==> src/rtl/interp_raster_seq.sv <==
// interp_raster_seq: sequences the plane-equation interpolator bank for one
// polygon in one tile. It pulses each enabled interpolator's setup strobe in
// turn, waits out the setup settle time, then raster-scans the tile with a
// valid/ready pixel handshake toward shading.
// Optional scissor rectangle: define INTERP_RASTER_SEQ_SCISSOR_EN.
module interp_raster_seq #(
  parameter int NUM_ATTR  = 4,
  parameter int TILE_W    = 32,
  parameter int TILE_H    = 32,
  parameter int SETUP_LAT = 2
) (
  input  logic                                      clock,
  input  logic                                      reset,
  input  logic                                      poly_valid,
  output logic                                      poly_ready,
  input  logic [NUM_ATTR-1:0]                       attr_mask,
  input  logic signed [11:0]                        tile_x0,
  input  logic signed [11:0]                        tile_y0,
`ifdef INTERP_RASTER_SEQ_SCISSOR_EN
  input  logic                                      scissor_en,
  input  logic signed [11:0]                        sc_xmin,
  input  logic signed [11:0]                        sc_xmax,
  input  logic signed [11:0]                        sc_ymin,
  input  logic signed [11:0]                        sc_ymax,
`endif
  output logic [NUM_ATTR-1:0]                       setup_out,
  output logic [((NUM_ATTR > 1) ? $clog2(NUM_ATTR) : 1)-1:0] attr_sel,
  output logic signed [11:0]                        x_ps,
  output logic signed [11:0]                        y_ps,
  output logic                                      pix_valid,
  input  logic                                      pix_ready,
  output logic                                      pix_last,
  output logic                                      busy,
  output logic                                      done
);

  localparam int SEL_W = (NUM_ATTR > 1) ? $clog2(NUM_ATTR) : 1;
  localparam int COL_W = $clog2(TILE_W);
  localparam int ROW_W = $clog2(TILE_H);

  typedef enum logic [2:0] {IDLE, SETUP, WAIT, SCAN, DONE} state_t;

  state_t              state_q, state_d;
  logic [NUM_ATTR-1:0] pending_q, pending_d;
  logic [3:0]          cnt_q, cnt_d;
  logic [COL_W-1:0]    col_q, col_d;
  logic [ROW_W-1:0]    row_q, row_d;
  logic [11:0]         org_x_q, org_x_d, org_y_q, org_y_d;
  logic [NUM_ATTR-1:0] setup_out_q, setup_out_d;
  logic [SEL_W-1:0]    attr_sel_q, attr_sel_d;
  logic [11:0]         x_q, x_d, y_q, y_d;
  logic                pix_valid_q, pix_valid_d;
  logic                pix_last_q, pix_last_d;
  logic                poly_ready_q, poly_ready_d;
  logic                busy_q, busy_d;
  logic                done_q, done_d;

  // Origin in effect: live inputs while accepting, captured copy afterwards.
  logic [11:0] org_x, org_y;
  assign org_x = (state_q == IDLE) ? tile_x0 : org_x_q;
  assign org_y = (state_q == IDLE) ? tile_y0 : org_y_q;

  // Next raster position after the current pixel.
  logic             at_col_end;
  logic [11:0]      nxt_x, nxt_y;
  logic [COL_W-1:0] nxt_col;
  logic [ROW_W-1:0] nxt_row;
  logic             nxt_last;
  assign at_col_end = (col_q == COL_W'(TILE_W - 1));
  assign nxt_x      = at_col_end ? org_x_q : x_q + 12'd1;
  assign nxt_y      = at_col_end ? y_q + 12'd1 : y_q;
  assign nxt_col    = at_col_end ? '0 : col_q + COL_W'(1);
  assign nxt_row    = at_col_end ? row_q + ROW_W'(1) : row_q;
  assign nxt_last   = (nxt_col == COL_W'(TILE_W - 1)) && (nxt_row == ROW_W'(TILE_H - 1));

  // Lowest set bit of the mask being worked on (incoming mask at accept).
  logic [NUM_ATTR-1:0] pick_src, low_hot;
  logic [SEL_W-1:0]    low_idx;
  assign pick_src = (state_q == IDLE) ? attr_mask : pending_q;
  always_comb begin
    low_idx = '0;
    for (int i = NUM_ATTR - 1; i >= 0; i--) begin
      if (pick_src[i]) low_idx = SEL_W'(i);
    end
    low_hot = NUM_ATTR'(1) << low_idx;
  end

  // Whether the origin pixel / next pixel lies inside the scissor window.
  logic first_in, next_in;
`ifdef INTERP_RASTER_SEQ_SCISSOR_EN
  logic        sc_en_q, sc_en_d;
  logic [11:0] sc_xmin_q, sc_xmin_d, sc_xmax_q, sc_xmax_d;
  logic [11:0] sc_ymin_q, sc_ymin_d, sc_ymax_q, sc_ymax_d;
  logic        sc_en_c;
  logic [11:0] sc_xmin_c, sc_xmax_c, sc_ymin_c, sc_ymax_c;

  // Scissor window in effect, then inclusive signed containment tests.
  always_comb begin
    sc_en_c   = (state_q == IDLE) ? scissor_en : sc_en_q;
    sc_xmin_c = (state_q == IDLE) ? sc_xmin    : sc_xmin_q;
    sc_xmax_c = (state_q == IDLE) ? sc_xmax    : sc_xmax_q;
    sc_ymin_c = (state_q == IDLE) ? sc_ymin    : sc_ymin_q;
    sc_ymax_c = (state_q == IDLE) ? sc_ymax    : sc_ymax_q;
    first_in  = !sc_en_c ||
                (($signed(org_x) >= $signed(sc_xmin_c)) && ($signed(org_x) <= $signed(sc_xmax_c)) &&
                 ($signed(org_y) >= $signed(sc_ymin_c)) && ($signed(org_y) <= $signed(sc_ymax_c)));
    next_in   = !sc_en_c ||
                (($signed(nxt_x) >= $signed(sc_xmin_c)) && ($signed(nxt_x) <= $signed(sc_xmax_c)) &&
                 ($signed(nxt_y) >= $signed(sc_ymin_c)) && ($signed(nxt_y) <= $signed(sc_ymax_c)));
  end
`else
  assign first_in = 1'b1;
  assign next_in  = 1'b1;
`endif

  // Next-state and next-output logic for the sequencer.
  logic leave_setup, go_scan;
  always_comb begin
    // NOTE: every _d gets a default before the case so no path leaves it unassigned (no latch).
    state_d      = state_q;
    pending_d    = pending_q;
    cnt_d        = cnt_q;
    col_d        = col_q;
    row_d        = row_q;
    org_x_d      = org_x_q;
    org_y_d      = org_y_q;
    setup_out_d  = '0;
    attr_sel_d   = attr_sel_q;
    x_d          = x_q;
    y_d          = y_q;
    pix_valid_d  = pix_valid_q;
    pix_last_d   = pix_last_q;
    poly_ready_d = poly_ready_q;
    busy_d       = busy_q;
    done_d       = 1'b0;
    leave_setup  = 1'b0;
    go_scan      = 1'b0;
`ifdef INTERP_RASTER_SEQ_SCISSOR_EN
    sc_en_d   = sc_en_q;
    sc_xmin_d = sc_xmin_q;
    sc_xmax_d = sc_xmax_q;
    sc_ymin_d = sc_ymin_q;
    sc_ymax_d = sc_ymax_q;
`endif
    unique case (state_q)
      IDLE: if (poly_valid) begin
        org_x_d      = tile_x0;
        org_y_d      = tile_y0;
        poly_ready_d = 1'b0;
        busy_d       = 1'b1;
`ifdef INTERP_RASTER_SEQ_SCISSOR_EN
        sc_en_d   = scissor_en;
        sc_xmin_d = sc_xmin;
        sc_xmax_d = sc_xmax;
        sc_ymin_d = sc_ymin;
        sc_ymax_d = sc_ymax;
`endif
        if (|attr_mask) begin
          state_d     = SETUP;
          setup_out_d = low_hot;
          attr_sel_d  = low_idx;
          pending_d   = attr_mask & ~low_hot;
        end else begin
          leave_setup = 1'b1;
        end
      end
      SETUP: if (|pending_q) begin
        setup_out_d = low_hot;
        attr_sel_d  = low_idx;
        pending_d   = pending_q & ~low_hot;
      end else begin
        leave_setup = 1'b1;
      end
      WAIT: if (cnt_q == 4'd0) go_scan = 1'b1;
            else cnt_d = cnt_q - 4'd1;
      // A skipped (invalid) pixel advances without waiting for pix_ready.
      SCAN: if (!pix_valid_q || pix_ready) begin
        if (pix_last_q) begin
          state_d     = DONE;
          pix_valid_d = 1'b0;
          pix_last_d  = 1'b0;
          done_d      = 1'b1;
        end else begin
          col_d       = nxt_col;
          row_d       = nxt_row;
          x_d         = nxt_x;
          y_d         = nxt_y;
          pix_valid_d = next_in;
          pix_last_d  = nxt_last;
        end
      end
      DONE: begin
        state_d      = IDLE;
        poly_ready_d = 1'b1;
        busy_d       = 1'b0;
      end
      default: state_d = IDLE;
    endcase
    if (leave_setup) begin
      if (SETUP_LAT == 0) begin
        go_scan = 1'b1;
      end else begin
        state_d = WAIT;
        cnt_d   = 4'(SETUP_LAT - 1);
      end
    end
    if (go_scan) begin
      state_d     = SCAN;
      x_d         = org_x;
      y_d         = org_y;
      col_d       = '0;
      row_d       = '0;
      pix_valid_d = first_in;
      pix_last_d  = 1'b0;
    end
  end

  // State and registered outputs; reset aborts any polygon in flight.
  always_ff @(posedge clock or posedge reset) begin
    if (reset) begin
      state_q      <= IDLE;
      pending_q    <= '0;
      cnt_q        <= '0;
      col_q        <= '0;
      row_q        <= '0;
      org_x_q      <= '0;
      org_y_q      <= '0;
      setup_out_q  <= '0;
      attr_sel_q   <= '0;
      x_q          <= '0;
      y_q          <= '0;
      pix_valid_q  <= 1'b0;
      pix_last_q   <= 1'b0;
      poly_ready_q <= 1'b1;
      busy_q       <= 1'b0;
      done_q       <= 1'b0;
`ifdef INTERP_RASTER_SEQ_SCISSOR_EN
      sc_en_q   <= 1'b0;
      sc_xmin_q <= '0;
      sc_xmax_q <= '0;
      sc_ymin_q <= '0;
      sc_ymax_q <= '0;
`endif
    end else begin
      // NOTE: non-blocking so every flop samples the pre-edge value of its _d.
      state_q      <= state_d;
      pending_q    <= pending_d;
      cnt_q        <= cnt_d;
      col_q        <= col_d;
      row_q        <= row_d;
      org_x_q      <= org_x_d;
      org_y_q      <= org_y_d;
      setup_out_q  <= setup_out_d;
      attr_sel_q   <= attr_sel_d;
      x_q          <= x_d;
      y_q          <= y_d;
      pix_valid_q  <= pix_valid_d;
      pix_last_q   <= pix_last_d;
      poly_ready_q <= poly_ready_d;
      busy_q       <= busy_d;
      done_q       <= done_d;
`ifdef INTERP_RASTER_SEQ_SCISSOR_EN
      sc_en_q   <= sc_en_d;
      sc_xmin_q <= sc_xmin_d;
      sc_xmax_q <= sc_xmax_d;
      sc_ymin_q <= sc_ymin_d;
      sc_ymax_q <= sc_ymax_d;
`endif
    end
  end

  assign poly_ready = poly_ready_q;
  assign setup_out  = setup_out_q;
  assign attr_sel   = attr_sel_q;
  assign x_ps       = x_q;
  assign y_ps       = y_q;
  assign pix_valid  = pix_valid_q;
  assign pix_last   = pix_last_q;
  assign busy       = busy_q;
  assign done       = done_q;

endmodule

==> config.mk <==
export PLATFORM = sky130hd
export DESIGN_NAME = interp_raster_seq
export DESIGN_NICKNAME = d
export VERILOG_FILES = /design/src/rtl/interp_raster_seq.sv
export SDC_FILE = /design/constraint.sdc
export NUM_CORES = 1
export LEC_CHECK = 0
export ABC_AREA = 1
export ABC_CLOCK_PERIOD_IN_PS = 2400
export BUFFER_PORTS_ARGS = -buffer_cell sky130_fd_sc_hd__buf_2
export CAP_MARGIN = 25
export CORE_MARGIN = 2
export CORE_UTILIZATION = 38
export CTS_CLUSTER_SIZE = 25
export DETAILED_ROUTE_END_ITERATION = 10
export GPL_ROUTABILITY_DRIVEN = 0
export PLACE_DENSITY_LB_ADDON = 0.2
export SLEW_MARGIN = 40
export SYNTH_ARGS = -nofsm -noshare
export SYNTH_HDL_FRONTEND = slang
export SYNTH_SLANG_ARGS = --single-unit
==> constraint.sdc <==
create_clock -name clock -period 2.4 [get_ports clock]
set_input_delay 0.48 -clock clock [delete_from_list [all_inputs] [get_ports clock]]
set_output_delay 0.48 -clock clock [all_outputs]
set_load 0.01 [all_outputs]
==> results.cfg <==
[pwr]
p_leak_nw = 2.73
p_total_mw = 4.08
p_sw_mw = 1.39
ir_drop_mv = 0.716
powerDensity_nw_per_um2 = 778
switching_share_pct = 34.0
share_seq_of_total_power_pct = 43.7
clkPwrFrac_pct = 31.2
pwr-share-comb_pct = 25.2
cellInternalPower_mw = 2.70

[layout]
n_fill_cell = 1155
fin_nets = 713
multi_input_area_sq_um = 2080
final_cells = 822
diodes = 0
regArea_sq_um = 2000
drive_gt1_share_pct = 17.1
area_delta_synth_final_pct = 17.2

[detailed_routing]
routed_via_density = 4.98
via_count = 4097
postRouteWirelength_um = 10900
post-route-drc-count = 0
firstDrtPassIters = 4
first_iter_violations = 240
antenna_left = 0
wl_per_cell_um = 13.3

[global_route]
grt_remaining_overflow = 0
grt_use_total_pct = 18.3
antenna_found_initial = 0
grt_pass1_wl_um = 18800
grt_max_degree = 42
grt_pass1_vias = 4017

[place]
dp.cells = 805
dp_hpwl_um = 7690
io_buffers = 66

[clock_tree]
post_cts_buffers = 0
cts-resized-gates = 0
clkLatencyLatePin_ns = 0.34
cts_hold_buf = 0
clk_pin_slew_ns = 0.06
cts_num_sinks = 80
cts_inserted_buffers = 9
cts_max_level = 3
cts_tree = done
clock-root-buffer = clkbuf_16
clockBufferDepth = 2

[yosys]
synth_most_common_cell = nand2_1
ys_seq_area_share_pct = 44.8
synthesis.instances = 607
synth-seq-cells = 80
yosysUniqueCellTypes = 41
yosys.area.top_type = dfrtp_1
synth_common_cells = 174 x nand2_1, 79 x dfrtp_1, 70 x inv_1
yosysWarnings = 0
syn_area_per_cell_sq_um = 7.37
synth_area_leaders = dfrtp_1 44%, nand2_1 15%, o21ai_0 6.6%
synth-edff-count = 0
async_reset_ff_share_pct = 100
syn_area_sq_um = 4480
synth.net_count = 646
synthFlopType = dfrtp_1
yosys.area.top_type_share_pct = 44.2

[hold_path]
hp-class = in -> async

[timing]
period_needed_ns = 1.97
slew_headroom_pct = 68.8
slew_viol_final = 0
fmax_ghz = 0.508
period_share_pct = 81.9
hold_viol_final = 0
finalSetupViolCount = 0
grt_setup_unrepaired = false
final.setup.tns_ns = 0
finalClockSkew_ns = 0.00873
worst_pin_slew_ns = 0.465

[setup_path]
crit_fanout = 14
cp-start-kind = flip-flop
critPathCaptureType = flip-flop
crit_required_ns = 2.68
setup.worst_path.class = reg -> reg
critPathArrivalTime_ns = 2.25

[run]
cap_violations = 0

[floorplanning]
row_count = 39
pin_count = 67
dieWidth_um = 113
fp.coreArea_sq_um = 11500
initial_core_util_pct = 39.0
die_h_um = 113
die_area_sq_um = 12700

[run_status]
status = completed
## stage by stage
step | util, % | setup slack [ns] | area, sq um | hold WS (ns)
global route | 45.8 | 0.243 | 5250 | 0.112
floorplan | - | 0.593 | 4480 | 0.444
CTS | 45.5 | 0.425 | 5220 | 0.283
global placement | 43.2 | 0.520 | 4950 | 0.454
finish | 45.8 | 0.433 | 5250 | 0.101
detailed placement | 43.2 | 0.458 | 4950 | 0.456
## layout make-up
cell class | instances | area share (%)
inverter | 76 | 5.56
timing repair buffer | 74 | 8.06
tap | 143 | 3.41
sequential | 80 | 38.2
multi-input combinational | 433 | 39.7
clock inverter | 3 | 0.358
clock buffer | 13 | 4.77
## layout by cell type, fill, tap and decap left out, drive strengths merged, types with 3 or more instances in the layout
master / synthesis / routed
nand2: 179 / 179
dfrtp: 79 / 79
inv: 76 / 75
buf: 13 / 74
nor2: 69 / 69
o21ai: 68 / 68
nand3: 42 / 42
a21oi: 30 / 30
clkbuf: 5 / 13
nand4: 7 / 7
ha: 7 / 7
nor3: 6 / 6
o22ai: 5 / 5
xor2: 4 / 4
a31oi: 4 / 4
or2: 4 / 4
o31ai: 3 / 3
clkinv: 0 / 3
## worst max-delay path: stages (launching register included)
cell and delay (ns):
dfrtp_1 0.42, ha_1 0.25, nand2_1 0.07, nor2_1 0.04, ha_1 0.20, inv_1 0.32, o21ai_0 0.18, nor2_1 0.12
nand3_1 0.07, nor2_1 0.12, nand3_1 0.07, nand2_1 0.06
## state kept, by name (all words and copies together), names as in the netlist, 2 cells and up
| name | count |
|---|---|
| row_q | 5 |
| pending_q | 4 |
| org_x_q | 12 |
| attr_sel | 2 |
| col_q | 5 |
| y_ps | 12 |
| cnt_q | 4 |
| org_y_q | 12 |
| state_q | 3 |
| setup_out | 4 |
| x_ps | 12 |
## final timing paths
check | startpoint | to | slack (ns) | cells after the start
worst max-delay path | col_q[0] | pix_last | 0.43 | 11
worst min-delay path | reset | cnt_q[1] | 0.10 | 2
worst max register to register | col_q[0] | pix_last | 0.43 | 11
worst min register to register | poly_ready | poly_ready | 0.46 | 2
max in group asynchronous | reset | org_x_q[11] | 1.79 | 3
min in group clock | tile_y0[2] | org_y_q[2] | 0.33 | 3
## layer usage
layer	share of wire (%)	up-vias	global-route usage [%]
li1	-	2091	-
met1	47	1909	23.4
met2	48	87	30.8
met3	4.8	10	5.18
met4	0.96	0	4.88
met5	0	-	0
## power groups by stage
stage	combinational [mW]	sequential (mW)	clock [mW]
detailed placement	1.03	1.80	0
finish	1.03	1.78	1.27
global route	1.19	1.83	1.36
global placement	1.01	1.79	0
CTS	1.04	1.78	1.31
floorplan	0.654	1.81	0
## logic make-up after synthesis
logic type	synth area share [%]
and+or+nand+nor	30.0
AOI/OAI and AO/OA	13.8
buffers and inverters	8.72
DFF	44.8
adders and majority gates	1.96
xor gates and xnor gates	0.783
Power figures use the tool's default switching activity.
